## src/rtl/clk_div.sv

```systemverilog
// Baud-rate generator: divides clk to BAUD*OVERSAMPLE ticks and BAUD-rate strobes, all outputs registered.
// One-cycle output latency; no backpressure, en freezes phase and clr restarts it.
module clk_div #(
  parameter int CLK_FREQ   = 50_000_000,
  parameter int BAUD       = 9600,
  parameter int OVERSAMPLE = 16
) (
  input  logic clk,
  input  logic rst,
  input  logic en,
  input  logic clr,
  output logic clk_out,
  output logic tick,
  output logic baud_tick
);

  // Guard the divide below so a bad OVERSAMPLE reaches the explicit check instead of a div-by-zero.
  localparam int OS_SAFE = (OVERSAMPLE < 1) ? 1 : OVERSAMPLE;
  localparam int TICK_HZ = BAUD * OS_SAFE;
  localparam int DIV     = (CLK_FREQ + TICK_HZ / 2) / TICK_HZ;
  localparam int LOW     = DIV / 2;
  localparam int CW      = (DIV > 1) ? $clog2(DIV) : 1;
  localparam int OW      = (OS_SAFE > 1) ? $clog2(OS_SAFE) : 1;

  localparam logic [CW-1:0] CNT_MAX = CW'(DIV - 1);
  localparam logic [CW-1:0] CNT_LOW = CW'(LOW);
  localparam logic [OW-1:0] OS_MAX  = OW'(OS_SAFE - 1);

  if (DIV < 2 || OVERSAMPLE < 1) begin : g_param_check
    $error("clk_div: DIV must be >= 2 and OVERSAMPLE >= 1");
  end

  logic [CW-1:0] cnt;
  logic [CW-1:0] cnt_nxt;
  logic [OW-1:0] os_cnt;
  logic          tick_ev;

  always_comb begin
    tick_ev = en && (cnt == CNT_MAX);
    cnt_nxt = cnt;
    if (en) begin
      cnt_nxt = tick_ev ? '0 : cnt + CW'(1);
    end
  end

  // rst and clr share the same restart state; rst only matters for priority, which is moot here.
  always_ff @(posedge clk) begin
    if (rst || clr) begin
      cnt       <= '0;
      os_cnt    <= '0;
      clk_out   <= 1'b0;
      tick      <= 1'b0;
      baud_tick <= 1'b0;
    end else begin
      cnt       <= cnt_nxt;
      clk_out   <= (cnt_nxt >= CNT_LOW);
      tick      <= tick_ev;
      baud_tick <= tick_ev && (os_cnt == OS_MAX);
      if (tick_ev) begin
        os_cnt <= (os_cnt == OS_MAX) ? '0 : os_cnt + OW'(1);
      end
    end
  end

endmodule

```

## config.mk

```make
export PLATFORM = sky130hd
export DESIGN_NAME = clk_div
export DESIGN_NICKNAME = d
export VERILOG_FILES = /design/src/rtl/clk_div.sv
export SDC_FILE = /design/constraint.sdc
export NUM_CORES = 1
export LEC_CHECK = 0
export BUFFER_PORTS_ARGS = -buffer_cell sky130_fd_sc_hd__buf_2
export CAP_MARGIN = 20
export CORE_MARGIN = 4
export CORE_UTILIZATION = 40
export CTS_CLUSTER_SIZE = 14
export DETAILED_ROUTE_END_ITERATION = 16
export SYNTH_ARGS = -nofsm -noshare
export SYNTH_HDL_FRONTEND = slang
export SYNTH_SLANG_ARGS = --single-unit
```

## constraint.sdc

```tcl
create_clock -name clk -period 2.55 [get_ports clk]
set_input_delay 0.51 -clock clk [delete_from_list [all_inputs] [get_ports clk]]
set_output_delay 0.51 -clock clk [all_outputs]
set_load 0.02 [all_outputs]
```

==> results.ini, run 1 <==
[critical_path]
worst-setup-path-type=reg -> reg
cp_data_required_time_ns=2.73
critPathLaunchType=register
worstPathArrival_ns=2.05
end_kind=register
path_max_fanout=8

[hold_path]
hold_path.class=reg -> reg

[drt]
drc=0
post_drt_wl_per_cell_um=10.75
vias=620
drt_first_pass_iters=4
antenna_left=0
drt_first_iter_violations=10
via_per_inst=4.882
drt-total-wl_mm=1.365

[run_status]
status=finished, final reports clean

[timing]
tightestPinTransition_ns=0.2827
final.setup.tns_ns=0
finalSetupViolations=0
fmax_ghz=0.5360
fin_skew_ns=0.009668
layout_worst_path_cycle_share=0.7316
rsz0062_at_grt=no
period_minus_slack_ns=1.866
finalHoldViolations=0
hold-worst-slack_ns=0.4857
relSlewSlack=0.8086
report.final.slew_viol_count=0

[floorplanning]
start_util=0.4209
die-height_um=53.44
core_area_sq_um=1962
dieWidth_um=53.44
placementRows=16
die_area_sq_um=2855
io-pin-count=7

[clocking]
cts-root-buf=clkbuf_4
ctsResizeCount=0
hold_buffers=0
cts_tree=built
insertion_delay_ns=0.29
post_cts_buffers=0
path_clk_slew_ns=0.10
clock-sinks=16
h-tree-depth=1
clock_path_buffers=2
cts_buffers=3

[placed_design]
place.gp.congestion=0.7277
dpl.hpwl_mm=1.052
io_buffers=6

[pwr]
leakagePower_nw=0.3192
vdd_drop_max_mv=0.3290
power_density_nw_per_um2=498.4

[synth]
ys_seq_elements=16
netlist_area_sq_um=825.8
ys_types=34
synth_fp_nets=100
synthTopCellsByArea=dfxtp_1 (39%), nor2_1 (6.8%), ha_1 (4.5%)
async_reset_ff_frac=0
yosysWarnings=0
ys.flop_type=dfxtp_1
yosysMostFrequentCell=dfxtp_1
synth_commonest_cells=dfxtp_1 (16), nor2_1 (15), nand2_1 (7)
postSynthCellCount=93
seq_area_frac_synth=0.3879
synth_edf_count=0
synth_top_cell_area_share=0.3879
yosysTopAreaCell=dfxtp_1
syn_avg_cell_area_sq_um=8.879

[global_routing]
grt_max_degree=11
grt_pass1_wl_mm=2.546
grt_use_total=0.1227
grt_pass1_vias=593
grt_antenna_before_repair=0
grt.overflow.total=0

[finish]
antenna_cells=0
drive_gt1_frac=0.1500
final_nets=108
syn2layout_area_growth_pct=6.364

[run]
drv_cap=0

==> cell families (layout without fill, tap and decap cells) <==
family,after synthesis,count (layout),synth area share
buffers and inverters,7,14,0.08029
DFF,16,16,0.3879
xor gates and xnor gates,7,7,0.07424
adders and majority gates,3,3,0.04546
muxes,2,2,0.02424
AOI/OAI and AO/OA,11,11,0.09546
and+or+nand+nor,47,47,0.2925
==> metal layers <==
layer,up-vias,part of all wire,track usage
li1,339,-,-
met1,268,0.56,0.1678
met2,11,0.39,0.1776
met3,2,0.052,0.05070
met4,0,0.0059,0.02553
met5,-,0,0
==> critical path: stages (launching register included) <==
cell and delay (ns):
dfxtp_1 0.46, ha_1 0.20, nand3b_1 0.09, or4_1 0.54, o21ai_0 0.14, o311ai_1 0.14
a21o_1 0.19
==> area by class of cell <==
cell class / instances / area (sq um)
fillers: 209 / 1084
well taps: 27 / 33.78
multi-input cells: 70 / 439.2
repair buffers: 7 / 37.54
inverters: 3 / 11.26
clock buffers: 4 / 36.28
flip-flops and latches: 16 / 320.3
==> state kept, by name (all words and copies together), names as in the netlist <==
register	count
os_cnt	4
tick	1
baud_tick	1
clk_out	1
cnt	9
==> placed cells by master, fill, tap and decap left out, drive strengths merged, types with 2 or more instances in the layout <==
master / n
nor2: 15
ha: 3
buf: 7
nand3: 4
dfxtp: 16
inv: 3
xor2: 3
nor4: 3
or2: 2
a21oi: 4
nand3b: 2
nor3: 4
mux2i: 2
xnor2: 4
nand2: 7
o21ai: 2
nand4: 2
clkbuf: 4
==> path summary, 6_finish.rpt <==
path	start	endpoint	slack, ns	depth (start not counted)
max	cnt[0]$_SDFF_PP0_	clk_out$_SDFF_PP0_	0.68	6
min	os_cnt[1]$_SDFFE_PP0P_	os_cnt[1]$_SDFFE_PP0P_	0.49	2
max reg2reg	cnt[0]$_SDFF_PP0_	clk_out$_SDFF_PP0_	0.68	6
min reg2reg	os_cnt[1]$_SDFFE_PP0P_	os_cnt[1]$_SDFFE_PP0P_	0.49	2
==> power by group <==
part           switching (mW)  leakage, nW  internal (mW)
Combinational         0.00892        0.169        0.00709
Sequential            0.00179        0.129          0.251
Clock                  0.0823       0.0210         0.0869
==> metrics by stage <==
step	total power [mW]	cell area, sq um	utilization	worst slack (ns)	cells
6_report	0.4378	878.3	0.4477	0.6844	127
5_1_grt	0.4543	878.3	0.4477	0.5059	127
4_1_cts	0.4414	878.3	0.4477	0.6685	127
3_5_place_dp	0.2745	842.1	0.4292	0.5661	123
3_3_place_gp	0.2745	842.1	0.4292	0.6241	123
2_1_floorplan	0.2718	825.8	-	0.7916	93
Power figures use the tool's default switching activity.
==> inputs of run 2 (changes only) <==
Clock period 2.55 ns to 1.6 ns, I/O delays scaled along.
==> run 2 against run 1 <==
The flow now finishes with violations (negative setup slack); hold slack lost 0.065 ns; global-route usage rose by 2.3 points; clock-buffer cell count did not move; wire length rose by 20%; clock skew down 0.0047 ns; highest routed layer unchanged.
==> results.ini, run 2 (same netlist as run 1, synthesis figures left out) <==
[run_status]
status=complete, but fails checks
violations=negative setup slack

[pwr]
intPower_mw=0.5565
leakagePower_nw=0.4007
vdd_drop_max_mv=0.3882
p_seq_frac=0.570
clkPwrFrac=0.377
power_density_nw_per_um2=696.6
p_switching_mw=0.1469
combPwrFrac=0.053
p_sw_frac=0.2088

[finish]
largest_register_ffs=9
syn2layout_area_growth_pct=22.27
final_cell_mix=nor2_1 (15), buf_4 (13), dfxtp_1 (11), nand2_1 (6), buf_2 (6)
final_nets=120
drive_gt1_frac=0.3304
antenna_cells=0
final_common_cell=nor2_1
top_register=cnt
largestRegisters=cnt x9, os_cnt x4
fin_util=0.5147

[timing]
finalSetupViolations=1
fin_ws_ns=-0.04249
layout_worst_path_cycle_share=1.027
fin_skew_ns=0.005000
tightestPinTransition_ns=0.4479
finalHoldViolations=0
period_minus_slack_ns=1.642
fmax_ghz=0.6088
final.setup.tns_ns=-0.04249
report.final.slew_viol_count=0
relSlewSlack=0.6991
rsz0062_at_grt=yes

[global_routing]
grt_pass1_vias=700
grt.overflow.total=0
grt_use_total=0.1457
grt_antenna_before_repair=0
grt_max_degree=11
grt_pass1_wl_mm=2.967

[hold_path]
whs_path_depth=3
hold_path.class=in -> reg

[critical_path]
cp_num_cells=5
end_kind=register
cp_top_family=simple AND/OR/NAND/NOR gates
path_max_fanout=7
path_buf_inv=0
reg2reg_depth=5
cp_data_required_time_ns=1.79
crit_slowest_cell=or4_4
critPathMaxStageDelay_ns=0.59
worst-setup-path-type=reg -> reg
crit_path_cell_trace=or2_4, or4_4, o21ai_4, o311ai_2, a21o_1
worstPathArrival_ns=1.83
critPathLaunchType=register

[drt]
antenna_left=0
drt_first_iter_violations=6
drc=0
post_drt_wl_per_cell_um=11.83
drt_first_pass_iters=4
drt-total-wl_mm=1.644
via_per_inst=5.072
vias=705

[clocking]
h-tree-depth=1
post_cts_buffers=0
cts_buffers=3
clock-sinks=16
path_clk_slew_ns=0.10
clock_path_buffers=2
cts-root-buf=clkbuf_4
insertion_delay_ns=0.28
cts_tree=built

[run]
drv_cap=0

[placed_design]
io_buffers=6
dpl.hpwl_mm=1.206
pre_cts_slack_ns=-0.07004
place.gp.congestion=0.8850

[floorplanning]
die-height_um=53.44
dieWidth_um=53.44
io-pin-count=7
placementRows=16
core_area_sq_um=1962
die_area_sq_um=2855
start_util=0.4209

-- run 2: cell types whose count changed in the layout (fill, tap and decap cells not counted), sizes merged --
cell / change
buf: +12
-- run 2: worst min-delay path: cells and delay by family --
family	cells	cell delay (ns)
simple gates	2	0.29
buf+inv	1	0.07
-- run 2: stage by stage --
stage | cell area (sq um) | std cells | power (mW) | hold WS, ns
3_3_place_gp | 950.9 | 135 | 0.4480 | 0.4766
2_1_floorplan | 845.8 | 93 | 0.4350 | 0.4488
5_1_grt | 1010 | 139 | 0.7429 | 0.4306
4_1_cts | 998.5 | 139 | 0.7172 | 0.4186
3_5_place_dp | 950.9 | 135 | 0.4478 | 0.4674
6_report | 1010 | 139 | 0.7033 | 0.4208
-- run 2: final timing paths --
path	startpoint	to	slack, ns
max	cnt[4]$_SDFF_PP0_	clk_out$_SDFF_PP0_	-0.04
min	rst	cnt[1]$_SDFF_PP0_	0.42
max reg2reg	cnt[4]$_SDFF_PP0_	clk_out$_SDFF_PP0_	-0.04
min reg2reg	os_cnt[1]$_SDFFE_PP0P_	os_cnt[1]$_SDFFE_PP0P_	0.49
-- run 2: final cells by class --
type	count	area (sq um)
Clock buffer	4	36.28
Sequential cell	16	329.1
Fill cell	212	952.2
Timing Repair Buffer	19	127.6
Inverter	3	11.26
Tap cell	27	33.78
Multi-Input combinational cell	70	471.7
-- run 2: what timing repair did --
action	in CTS	in global routing
endpoints found under the setup margin	1	6
pin swaps	2	1
resized for setup	2	3
hold buffers	0	0
-- run 2: metal layers --
| metal | track usage | wire, um | vias up |
|---|---|---|---|
| li1 | - | - | 362 |
| met4 | 0.06809 | 44 | 0 |
| met2 | 0.2388 | 798 | 13 |
| met5 | 0 | 0 | - |
| met3 | 0.05634 | 67 | 6 |
| met1 | 0.1633 | 734 | 324 |
-- run 2: power by group through the flow --
stage / sequential [mW] / combinational [mW] / clock (mW)
after floorplan: 0.411 / 0.0236 / 0
after global routing: 0.401 / 0.0421 / 0.299
after global placement: 0.411 / 0.0370 / 0
after CTS: 0.402 / 0.0378 / 0.278
final: 0.401 / 0.0375 / 0.265
after detailed placement: 0.411 / 0.0368 / 0
==> inputs of run 3 (changes only) <==
Settings changed: CORE_UTILIZATION 40 to 50, PLACE_DENSITY from default to 0.71.
==> run 3 against run 2 <==
The flow still finishes with violations (negative setup slack); design area is 0.87% lower; via count shrank 0.71%; largest power group unchanged; utilization up 13 points; register-to-register slack about the same; combinational power barely moved; wire length grew 3.7%; clock-buffer cell count unchanged; power increased by 0.37%; maximum frequency decreased by 0.76%; first-iteration DRC count shrank 17%; sequential power is essentially flat; sequential share of layout area is 0.29 points higher.
==> results.ini, run 3 (same netlist as run 1, synthesis figures left out) <==
[run_status]
violations=negative setup slack
status=complete, but fails checks

[clocking]
path_clk_slew_ns=0.09
h-tree-depth=1
cts_buffers=3
clock_path_buffers=2
clock-sinks=16
insertion_delay_ns=0.29
cts-root-buf=clkbuf_4
cts_tree=built

[global_routing]
grt_max_degree=11
grt_antenna_before_repair=0
grt_pass1_wl_mm=2.925
grt.overflow.total=0
grt_use_total=0.1528
grt_pass1_vias=671

[critical_path]
rr_endpoint=os_cnt[0]$_SDFFE_PP0P_
cp_top_family=simple AND/OR/NAND/NOR gates
rrSetupSlack_ns=-0.06
path_buf_inv=0
cp_num_cells=5
worst-setup-path-type=reg -> reg
critPathLaunchType=register
cp_data_required_time_ns=1.83
worstPathArrival_ns=1.89
end_kind=register
crit_end=os_cnt[0]$_SDFFE_PP0P_
regToRegStartpoint=cnt[4]$_SDFF_PP0_
critPathLaunch=cnt[4]$_SDFF_PP0_
crit_path_cell_trace=or2_4, or4_4, a311oi_2, a21oi_1, nor2_1
path_max_fanout=6
crit_slowest_cell=or4_4
reg2reg_depth=5
critPathMaxStageDelay_ns=0.60

[timing]
report.final.slew_viol_count=0
fmax_ghz=0.6042
layout_worst_path_cycle_share=1.034
relSlewSlack=0.7703
rsz0062_at_grt=yes
period_minus_slack_ns=1.655
finalSetupViolations=3
fin_skew_ns=0.001824
tightestPinTransition_ns=0.3414
finalHoldViolations=0
fin_ws_ns=-0.05506

[floorplanning]
die_area_sq_um=2366
die-height_um=48.64
placementRows=14
dieWidth_um=48.64
start_util=0.5357
io-pin-count=7
core_area_sq_um=1541

[finish]
top_register=cnt
largest_register_ffs=9
fill_cells=136
drive_gt1_frac=0.3482
final_nets=120
seq_area_sq_um=329.1
final_cell_mix=nor2_1 (15), buf_4 (13), dfxtp_1 (11), nand2_1 (6), buf_2 (6)
multi_input_area_sq_um=476.7
largestRegisters=cnt x9, os_cnt x4
final_common_cell=nor2_1
antenna_cells=0
syn2layout_area_growth_pct=21.21

[placed_design]
pre_cts_slack_ns=-0.03985
io_buffers=6
place.gp.congestion=0.8959
dpl.hpwl_mm=1.239

[hold_path]
hold_path.class=in -> reg

[drt]
drc=0
vias=700
drt_first_iter_violations=5
via_per_inst=5.469
post_drt_wl_per_cell_um=13.32
drt_first_pass_iters=4
drt-total-wl_mm=1.705
antenna_left=0

[pwr]
power_density_nw_per_um2=705.3
leakagePower_nw=0.3976
vdd_drop_max_mv=0.4050
power_mw=0.7059

[run]
drv_cap=0

==> run 3: worst min-delay path by stage <==
stage,depth (start not counted),start,slack (ns),to
final,3,rst,0.41,os_cnt[0]$_SDFFE_PP0P_
after global routing,3,rst,0.42,os_cnt[0]$_SDFFE_PP0P_
after CTS,3,rst,0.40,cnt[0]$_SDFF_PP0_
after detailed placement,2,os_cnt[1]$_SDFFE_PP0P_,0.49,os_cnt[1]$_SDFFE_PP0P_
after global placement,2,os_cnt[1]$_SDFFE_PP0P_,0.47,os_cnt[1]$_SDFFE_PP0P_
after floorplan,2,os_cnt[1]$_SDFFE_PP0P_,0.45,os_cnt[1]$_SDFFE_PP0P_
==> run 3: timing repair <==
| action | 4_1_cts | 5_1_grt |
|---|---|---|
| gates cloned | 0 | 0 |
| hold buffers | 0 | 0 |
| setup buffers | 0 | 1 |
| endpoints found under the setup margin | 1 | 9 |
| pin swaps | 2 | 2 |
| gates resized for setup | 1 | 7 |
==> run 3: worst register-to-register path: cells and delay by family, from the launching register on <==
family          cells  cell delay, ns
simple gates        3            0.94
flops               1            0.33
compound gates      2            0.33
==> run 3: routing by layer <==
layer	up-vias	part of all wire	routed length, um	global-route usage
met5	-	0	0	0
met4	0	0.018	31	0.04036
met3	4	0.038	65	0.03681
met2	17	0.45	771	0.2435
met1	318	0.49	835	0.2045
li1	361	-	-	-
==> run 3: stage by stage <==
stage / utilization / hold WS (ns) / TNS [ns] / instance area (sq um) / cells
floorplan: - / 0.4488 / -0.03310 / 845.8 / 93
global placement: 0.6031 / 0.4739 / 0 / 929.6 / 123
detailed placement: 0.6031 / 0.4942 / -0.03985 / 929.6 / 123
CTS: 0.6291 / 0.4030 / -0.02718 / 969.7 / 127
global route: 0.6494 / 0.4186 / -0.3639 / 1001 / 128
finish: 0.6494 / 0.4084 / -0.1487 / 1001 / 128
==> run 3: report_power, final <==
| part | switching [mW] | internal [mW] | total, mW | leakage [nW] |
|---|---|---|---|---|
| Clock | 0.129 | 0.139 | 0.268 | 0.0210 |
| Combinational | 0.0181 | 0.0190 | 0.0372 | 0.245 |
| Sequential | 0.00248 | 0.398 | 0.401 | 0.132 |
==> run 3: layout make-up <==
cell class / instances / area share
clock buffers: 4 / 0.03625
inverters: 3 / 0.01125
multi-input cells: 70 / 0.4762
flip-flops and latches: 16 / 0.3288
well taps: 16 / 0.02000
repair buffers: 19 / 0.1275
